## src/rtl/spi_minion_shift_core_if.sv

```systemverilog
// Adapter-side push/pull bundle between the SPI shift stage and the SPI minion adapter.
// master = shift core (issues push/pull), slave = adapter (consumes push, supplies the reply).
interface spi_minion_shift_core_if #(
  parameter int nbits = 8
);
  logic             push_en;
  logic             push_msg_val_wrt;
  logic             push_msg_val_rd;
  logic [nbits-1:0] push_msg_data;
  logic             pull_en;
  logic             pull_msg_val;
  logic             pull_msg_spc;
  logic [nbits-3:0] pull_msg_data;

  modport master (
    output push_en, push_msg_val_wrt, push_msg_val_rd, push_msg_data, pull_en,
    input  pull_msg_val, pull_msg_spc, pull_msg_data
  );

  modport slave (
    input  push_en, push_msg_val_wrt, push_msg_val_rd, push_msg_data, pull_en,
    output pull_msg_val, pull_msg_spc, pull_msg_data
  );
endinterface

```

## src/rtl/spi_minion_shift_core.sv

```systemverilog
// SPI mode-0 minion shift stage: synchronizes pins, shifts nbits frames in/out, and
// emits one push/pull pulse per well-formed frame (frame_err otherwise).
module spi_minion_shift_core #(
  parameter int nbits = 8
) (
  input  logic clk,
  input  logic reset,
  input  logic spi_cs,
  input  logic spi_sclk,
  input  logic spi_mosi,
  output logic spi_miso,
  output logic frame_err,
  spi_minion_shift_core_if.master adp
);

  localparam int cw = $clog2(nbits + 2);
  localparam logic [cw-1:0] cnt_full = cw'(nbits);
  localparam logic [cw-1:0] cnt_max  = cw'(nbits + 1);

  typedef enum logic {IDLE, ACTIVE} state_t;

  logic cs_s1, cs_s2, cs_s3;
  logic sclk_s1, sclk_s2, sclk_s3;
  logic mosi_s1, mosi_s2;
  logic cs_fall, cs_rise, sclk_rise;

  state_t           state, state_nxt;
  logic [nbits-1:0] shreg, shreg_nxt;
  logic [cw-1:0]    cnt, cnt_nxt;
  logic             eof, frame_ok;

  // cs idles high through reset so a release mid-transfer cannot fake a frame boundary
  always_ff @(posedge clk or posedge reset) begin
    if (reset) begin
      cs_s1   <= 1'b1;
      cs_s2   <= 1'b1;
      cs_s3   <= 1'b1;
      sclk_s1 <= 1'b0;
      sclk_s2 <= 1'b0;
      sclk_s3 <= 1'b0;
      mosi_s1 <= 1'b0;
      mosi_s2 <= 1'b0;
    end else begin
      cs_s1   <= spi_cs;
      cs_s2   <= cs_s1;
      cs_s3   <= cs_s2;
      sclk_s1 <= spi_sclk;
      sclk_s2 <= sclk_s1;
      sclk_s3 <= sclk_s2;
      mosi_s1 <= spi_mosi;
      mosi_s2 <= mosi_s1;
    end
  end

  assign cs_fall   = ~cs_s2 & cs_s3;
  assign cs_rise   = cs_s2 & ~cs_s3;
  assign sclk_rise = sclk_s2 & ~sclk_s3;

  always_ff @(posedge clk or posedge reset) begin
    if (reset) begin
      state <= IDLE;
      shreg <= '0;
      cnt   <= '0;
    end else begin
      state <= state_nxt;
      shreg <= shreg_nxt;
      cnt   <= cnt_nxt;
    end
  end

  always_comb begin
    state_nxt = state;
    shreg_nxt = shreg;
    cnt_nxt   = cnt;
    eof       = 1'b0;
    case (state)
      IDLE: begin
        if (cs_fall) begin
          state_nxt = ACTIVE;
          cnt_nxt   = '0;
        end
      end
      ACTIVE: begin
        // cs_rise wins over a coincident sclk edge: the frame is closed, not extended
        if (cs_rise) begin
          state_nxt = IDLE;
          eof       = 1'b1;
          if (cnt == cnt_full) begin
            shreg_nxt = {adp.pull_msg_val, adp.pull_msg_spc, adp.pull_msg_data};
          end else begin
            shreg_nxt = '0;
          end
        end else if (sclk_rise) begin
          shreg_nxt = {shreg[nbits-2:0], mosi_s2};
          if (cnt != cnt_max) begin
            cnt_nxt = cnt + 1'b1;
          end
        end
      end
      default: state_nxt = IDLE;
    endcase
  end

  assign frame_ok = eof & (cnt == cnt_full);

  always_comb begin
    adp.push_en          = frame_ok;
    adp.pull_en          = frame_ok;
    adp.push_msg_val_wrt = 1'b0;
    adp.push_msg_val_rd  = 1'b0;
    adp.push_msg_data    = '0;
    frame_err            = eof & ~frame_ok;
    if (frame_ok) begin
      adp.push_msg_val_wrt = shreg[nbits-1];
      adp.push_msg_val_rd  = shreg[nbits-2];
      adp.push_msg_data    = {2'b00, shreg[nbits-3:0]};
    end
  end

  // MISO changes only after a synchronized sclk rise, i.e. well after the host sampled it
  assign spi_miso = shreg[nbits-1];

endmodule

```

## src/flat_wrapper.sv

```systemverilog
// flat-port wrapper written by rule: the top's interface ports become plain ports
module spi_minion_shift_core_flat 
#(
  parameter int nbits = 8
)
  (clk, reset, spi_cs, spi_sclk, spi_mosi, spi_miso, frame_err, adp_push_en, adp_push_msg_val_wrt, adp_push_msg_val_rd, adp_push_msg_data, adp_pull_en, adp_pull_msg_val, adp_pull_msg_spc, adp_pull_msg_data);
  spi_minion_shift_core_if #(.nbits(nbits)) adp_i ();
  input  logic clk;
  input  logic reset;
  input  logic spi_cs;
  input  logic spi_sclk;
  input  logic spi_mosi;
  output logic spi_miso;
  output logic frame_err;
  output wire logic [$bits(adp_i.push_en)-1:0] adp_push_en;
  output wire logic [$bits(adp_i.push_msg_val_wrt)-1:0] adp_push_msg_val_wrt;
  output wire logic [$bits(adp_i.push_msg_val_rd)-1:0] adp_push_msg_val_rd;
  output wire logic [$bits(adp_i.push_msg_data)-1:0] adp_push_msg_data;
  output wire logic [$bits(adp_i.pull_en)-1:0] adp_pull_en;
  input wire logic [$bits(adp_i.pull_msg_val)-1:0] adp_pull_msg_val;
  input wire logic [$bits(adp_i.pull_msg_spc)-1:0] adp_pull_msg_spc;
  input wire logic [$bits(adp_i.pull_msg_data)-1:0] adp_pull_msg_data;
  assign adp_push_en = adp_i.push_en;
  assign adp_push_msg_val_wrt = adp_i.push_msg_val_wrt;
  assign adp_push_msg_val_rd = adp_i.push_msg_val_rd;
  assign adp_push_msg_data = adp_i.push_msg_data;
  assign adp_pull_en = adp_i.pull_en;
  assign adp_i.pull_msg_val = adp_pull_msg_val;
  assign adp_i.pull_msg_spc = adp_pull_msg_spc;
  assign adp_i.pull_msg_data = adp_pull_msg_data;
  spi_minion_shift_core #(.nbits(nbits)) u_core (.clk(clk), .reset(reset), .spi_cs(spi_cs), .spi_sclk(spi_sclk), .spi_mosi(spi_mosi), .spi_miso(spi_miso), .frame_err(frame_err), .adp(adp_i));
endmodule
```

## config.mk

```make
export PLATFORM = sky130hd
export DESIGN_NAME = spi_minion_shift_core_flat
export DESIGN_NICKNAME = d
export VERILOG_FILES = /design/src/rtl/spi_minion_shift_core_if.sv /design/src/rtl/spi_minion_shift_core.sv /design/src/flat_wrapper.sv
export SDC_FILE = /design/constraint.sdc
export NUM_CORES = 1
export LEC_CHECK = 0
export ABC_AREA = 1
export CAP_MARGIN = 10
export CORE_MARGIN = 4
export CORE_UTILIZATION = 35
export DETAILED_ROUTE_END_ITERATION = 7
export GPL_ROUTABILITY_DRIVEN = 0
export PLACE_DENSITY = 0.67
export SETUP_SLACK_MARGIN = 0.3
export SLEW_MARGIN = 10
export SYNTH_ARGS = -nofsm -noshare
export SYNTH_HDL_FRONTEND = slang
export SYNTH_SLANG_ARGS = --single-unit
```

## constraint.sdc

```tcl
create_clock -name clk -period 1.25 [get_ports clk]
set_input_delay 0.125 -clock clk [delete_from_list [all_inputs] [get_ports clk]]
set_output_delay 0.125 -clock clk [all_outputs]
set_load 0.02 [all_outputs]
```

-- Yosys cells after proc, flatten, opt, wreduce, memory -nomap -nowiden
Index checks and enable logic that the tools add are counted.
- RAM bits: 0
- register bits after elaboration: 21
- bits in read-only memories: 0
- input bits: 13
- memories: 0
- bits in latches: 0
- output and inout bits: 14
- word-level logic and storage cells: 47
- muxes and demuxes: 16
- equality and inequality tests: 6
- bitwise logic cells: 10
- multiply operators: 0
- shifts and indexed selects: 0
- div/mod/pow operators: 0
- $add $sub $neg: 1
- reductions and logical operators: 3
- $lt $le $gt $ge: 0
- operator list (operator ; number):
    2-to-1 mux 8 bit ; 3
    2-to-1 mux 4 bit ; 4
    case mux 4 bit (2 select lines) ; 1
    2-to-1 mux 1 bit ; 6
    2-to-1 mux 6 bit ; 1
    AND 1 bit ; 5
    NOT 1 bit ; 5
    adder 4 x 1 -> 4 bit, second input constant ; 1
    == test 4 bit, second input constant ; 1
    != test 2 x 1 -> 1 bit, second input constant ; 2
    != test 2 bit, second input constant ; 2
    != test 4 bit, second input constant ; 1
    AND reduction 4 bit ; 1
    case mux 1 bit (2 select lines) ; 1
    AND reduction 2 bit ; 1
    nonzero test 2 bit ; 1

-- Logic depth before layout (Yosys ltp)
- depth in word-level cells: 7
- mapped depth: 8
- gate-level depth less buffers: 8

-- Least setup slack after synthesis
Ideal clock, no wire load.
- path kind: register -> output
- start point: register u_core.cs_s2
- end point: output port adp_push_en
- path buffers: 1
- stages on the path, launching flop included: 8
- data required time: 1125 ps
- data arrival time: 1342 ps
- slack: -217 ps
- cells stage by stage: dfstp_2 inv_2 nor2_4 inv_4 nor2_4 nand2_4 inv_1 buf_4
- cells in the longest elaborated chain, start to end: 4
- RTL lines (what ; line ; text):
    start, declared ; spi_minion_shift_core.sv:22 ; logic cs_s1, cs_s2, cs_s3;
    start signal, assigned ; spi_minion_shift_core.sv:45 ; cs_s2 <= cs_s1;
    AND 1 bit ; spi_minion_shift_core.sv:56 ; assign cs_rise = cs_s2 & ~cs_s3;
    2-to-1 mux 1 bit ; spi_minion_shift_core.sv:85 ; if (cs_rise) begin
    2-to-1 mux 1 bit ; spi_minion_shift_core.sv:76 ; case (state)
    AND 1 bit ; spi_minion_shift_core.sv:104 ; assign frame_ok = eof & (cnt == cnt_full);
    end, declared ; flat_wrapper.sv:15 ; output wire logic [$bits(adp_i.push_en)-1:0] adp_push_en;
Every way passes these cells.

-- Final worst setup path
- start point: register u_core.cs_s2
- end point: output port adp_push_msg_data[2]
- cells in the longest elaborated chain, start to end: 5
- RTL lines (what ; line ; text):
    AND 1 bit ; spi_minion_shift_core.sv:56 ;
    2-to-1 mux 1 bit ; spi_minion_shift_core.sv:85 ;
    2-to-1 mux 1 bit ; spi_minion_shift_core.sv:76 ;
    AND 1 bit ; spi_minion_shift_core.sv:104 ;
    2-to-1 mux 6 bit ; spi_minion_shift_core.sv:113 ; if (frame_ok) begin
    end, declared ; flat_wrapper.sv:18 ; output wire logic [$bits(adp_i.push_msg_data)-1:0] adp_push_msg_data;
Every way passes these cells.

==> flow_summary_export.csv <==
group,metric,value,unit
clock_tree,cts.htree.levels,1,
critical_path,cp_cell_sequence,"inv_2 -> nor2_4 -> inv_4 -> nor2_4 -> nand2_4 -> nor2_2 -> buf_6",
critical_path,cpMaxStageDelayCell,"dfstp_2",
sta,fmax,0.595,GHz
logic_synthesis,syn-instance-count,143,
route,vias,1104,
clock_tree,cts_buffer_depth,2,
sta,fin_skew,0.00654,ns
route,remaining_drc_errors,0,
clock_tree,cts_made_buffers,3,
route,wirelength,2870,um
route,drtIter0Drc,35,
clock_tree,clk_pin_slew,0.13,ns
die,fp.dieH,64.5,um
final_layout,n_antenna_cell,0,
sta,finalCritPeriodShare,135,%
clock_tree,clk_latency,0.31,ns
clock_tree,tritoncts,"yes",
status,outcome,"complete, but fails checks",
logic_synthesis,synth_area_per_cell,7.81,um^2
final_layout,finalInstanceArea,1830,um^2
critical_path,crit_path_frequent_cell,"nor2_4",
power_and_ir_drop,ir_drop,0.840,mV
logic_synthesis,synth.largest_area_cell,"dfrtp_1",
route,wire_per_inst,11.8,um
critical_path,end_kind,"output port",
critical_path,criticalPathCategory,"reg -> out",
final_layout,instances_no_fill,243,
critical_path,critPathMaxStageDelay,0.56,ns
route,first_pass_iters,4,
sta,setup_viol,24,
critical_path,critPathBufInv,3,
die,core-area,3050,um^2
final_layout,final_nets,216,
clock_tree,ctsHoldBuffers,0,
status,violations,"negative setup slack",
logic_synthesis,ys_seq_area_share,47.4,%
grt,grt_max_degree,22,
critical_path,worstPathMaxFanout,4,
critical_path,cp-startpoint,"u_core.cs_s2",
logic_synthesis,synth-async-reset-ratio,100,%
grt,grt_use_total,14.2,%
route,ant_nets,0,
logic_synthesis,yosysMostFrequentCell,"nand2_1",
logic_synthesis,yosys-top-cells-area,"dfrtp_1 (40%), nand2_1 (16%), dfstp_2 (7.1%)",
sta,finalCriticalPeriod,1.68,ns
critical_path,r2r-start,"u_core.cs_s2",
die,initial_core_util,36.6,%
logic_synthesis,synth_top_area_share,40.3,%
clock_tree,clockRootBuffer,"clkbuf_4",
critical_path,path_delay_family,"flip-flops",
die,die_x,64.5,um
grt,grt_pass1_wl,4730,um
logic_synthesis,synth.cells.most_frequent,"nand2_1 (49), dfrtp_1 (18), inv_1 (18)",
logic_synthesis,synth_cell_types,22,
final_layout,syn_to_final_growth,63.8,%
hold_path,hold_class,"in -> async",
logic_synthesis,syn_area,1120,um^2
die,num_rows,20,
grt,antenna_found_initial,0,
sta,rsz0062_at_grt,"yes",
grt,grt_pass1_vias,1109,
critical_path,critPathLaunchType,"register",
logic_synthesis,ys.flop_type,"dfrtp_1",
critical_path,worstPathArrival,1.56,ns
sta,slew_viol_final,0,
run,drv_cap,0,
sta,hold_viol,0,
sta,setup_ws,-0.431,ns
placement,numPortBuffers,24,
power_and_ir_drop,p_leak,0.892,nW
placement,dp_hpwl,1860,um
die,io_pins,27,
logic_synthesis,ys_ff_latch,21,
placement,dpl.cell_count,231,
placement,placedInstanceArea,1590,um^2
clock_tree,clock_sinks,21,
route,vias_per_cell,4.54,
critical_path,cp.required,1.12,ns
logic_synthesis,synth_edf_count,0,
grt,grt-ovfl-total,0,
power_and_ir_drop,p_per_area,1210,nW/um^2
die,dieArea,4160,um^2
logic_synthesis,yosysWarningCount,0,
final_layout,drive_gt1_share,44.7,%
layout make-up:
class                      count  area (um^2)
clock buffer                   3         22.5
clock inverter                 1         5.00
fill                         283         1220
inverter                      21         86.3
multi-input combinational     98          609
sequential                    21          531
tap                           44         55.1
timing repair buffer          55          522
state kept, by name, indices dropped and copies added (netlist names):
signal and cells:
u_core.mosi_s1 1, u_core.cs_s2 1, u_core.cs_s3 1, u_core.shreg 8, u_core.state 1, u_core.sclk_s1 1
u_core.mosi_s2 1, u_core.sclk_s3 1, u_core.sclk_s2 1, u_core.cs_s1 1, u_core.cnt 4
worst reg2reg max path, delay by kind of cell, from the launching register on:
family                 cells  cell delay (ns)
buffers and inverters      5             0.55
flip-flops                 1             0.56
AND/OR/NAND/NOR            3             0.22
metrics by stage:
step                      TNS (ns)  setup slack, ns  utilization, %  total power, mW  hold WS (ns)
final                        -6.59           -0.431            60.0             2.22         0.124
after global routing         -8.21           -0.506            60.0             2.38         0.155
after CTS                    -5.57           -0.461            57.1             2.14         0.132
after detailed placement     -7.74           -0.609            52.0             1.67         0.341
after global placement       -7.12           -0.577            52.0             1.65         0.332
after floorplan              -1.47           -0.156               -             1.30        0.0993
routing by layer:
metal	vias to the layer above	GRT usage (%)	share of wire (%)
li1	550	-	-
met1	513	16.4	41
met2	33	26.2	51
met3	8	3.64	5.0
met4	0	2.90	2.6
met5	-	0	0
report_power, final:
group | switching [mW] | total [mW] | internal, mW
Sequential | 0.0895 | 0.904 | 0.814
Combinational | 0.477 | 0.970 | 0.493
Clock | 0.224 | 0.344 | 0.120
Total | 0.791 | 2.22 | 1.43
placed cells by master (no fill, tap or decap):
| cell type | instances |
|---|---|
| ha_4 | 1 |
| inv_4 | 3 |
| nand2_8 | 1 |
| nand3_2 | 4 |
| nor2_1 | 4 |
| inv_2 | 3 |
| clkinv_2 | 1 |
| clkdlybuf4s50_1 | 12 |
| buf_6 | 19 |
| o21ai_2 | 1 |
| xnor2_1 | 1 |
| conb_1 | 2 |
| nand4_1 | 2 |
| ha_1 | 1 |
| nor2_2 | 7 |
| buf_4 | 23 |
| dfrtp_2 | 1 |
| o21ai_1 | 6 |
| o21ai_0 | 1 |
| nand3_1 | 7 |
| a21oi_2 | 1 |
| nand2_4 | 4 |
| inv_1 | 15 |
| nand2_2 | 6 |
| nand3_4 | 2 |
| nand2_1 | 42 |
| clkbuf_4 | 3 |
| a31oi_2 | 1 |
| ha_2 | 1 |
| nor2_4 | 3 |
| dfrtp_1 | 17 |
| dfstp_2 | 3 |
| buf_8 | 1 |
worst paths after layout:
path,end,slack [ns],cells past startpoint
max,adp_push_msg_data[2],-0.43,7
min,u_core.sclk_s1,0.12,3
max reg2reg,u_core.shreg[7],-0.19,8
min reg2reg,u_core.sclk_s2,0.37,0
max in group asynchronous,u_core.cs_s1,0.85,3
min in group clk,u_core.cs_s1,0.21,1
cells by family (layout without fill, tap and decap cells):
logic type	count (synthesis)	after routing	share of synthesized area, %
buffers and inverters	26	80	10.4
xor gates and xnor gates	1	1	0.784
DFF	21	21	47.4
other	1	2	0.336
and+or+nand+nor	81	82	33.1
AOI/OAI and AO/OA	10	10	4.59
adders and majority gates	3	3	3.36
what timing repair did:
| action | in CTS | in global routing |
|---|---|---|
| setup endpoints to repair | 25 | 25 |
| resized for setup | 90 | 26 |
| pin swaps | 8 | 6 |
| buffers inserted | 5 | 2 |
| cloned | 1 | 0 |
Note: power is estimated with default switching activity, not from simulation.
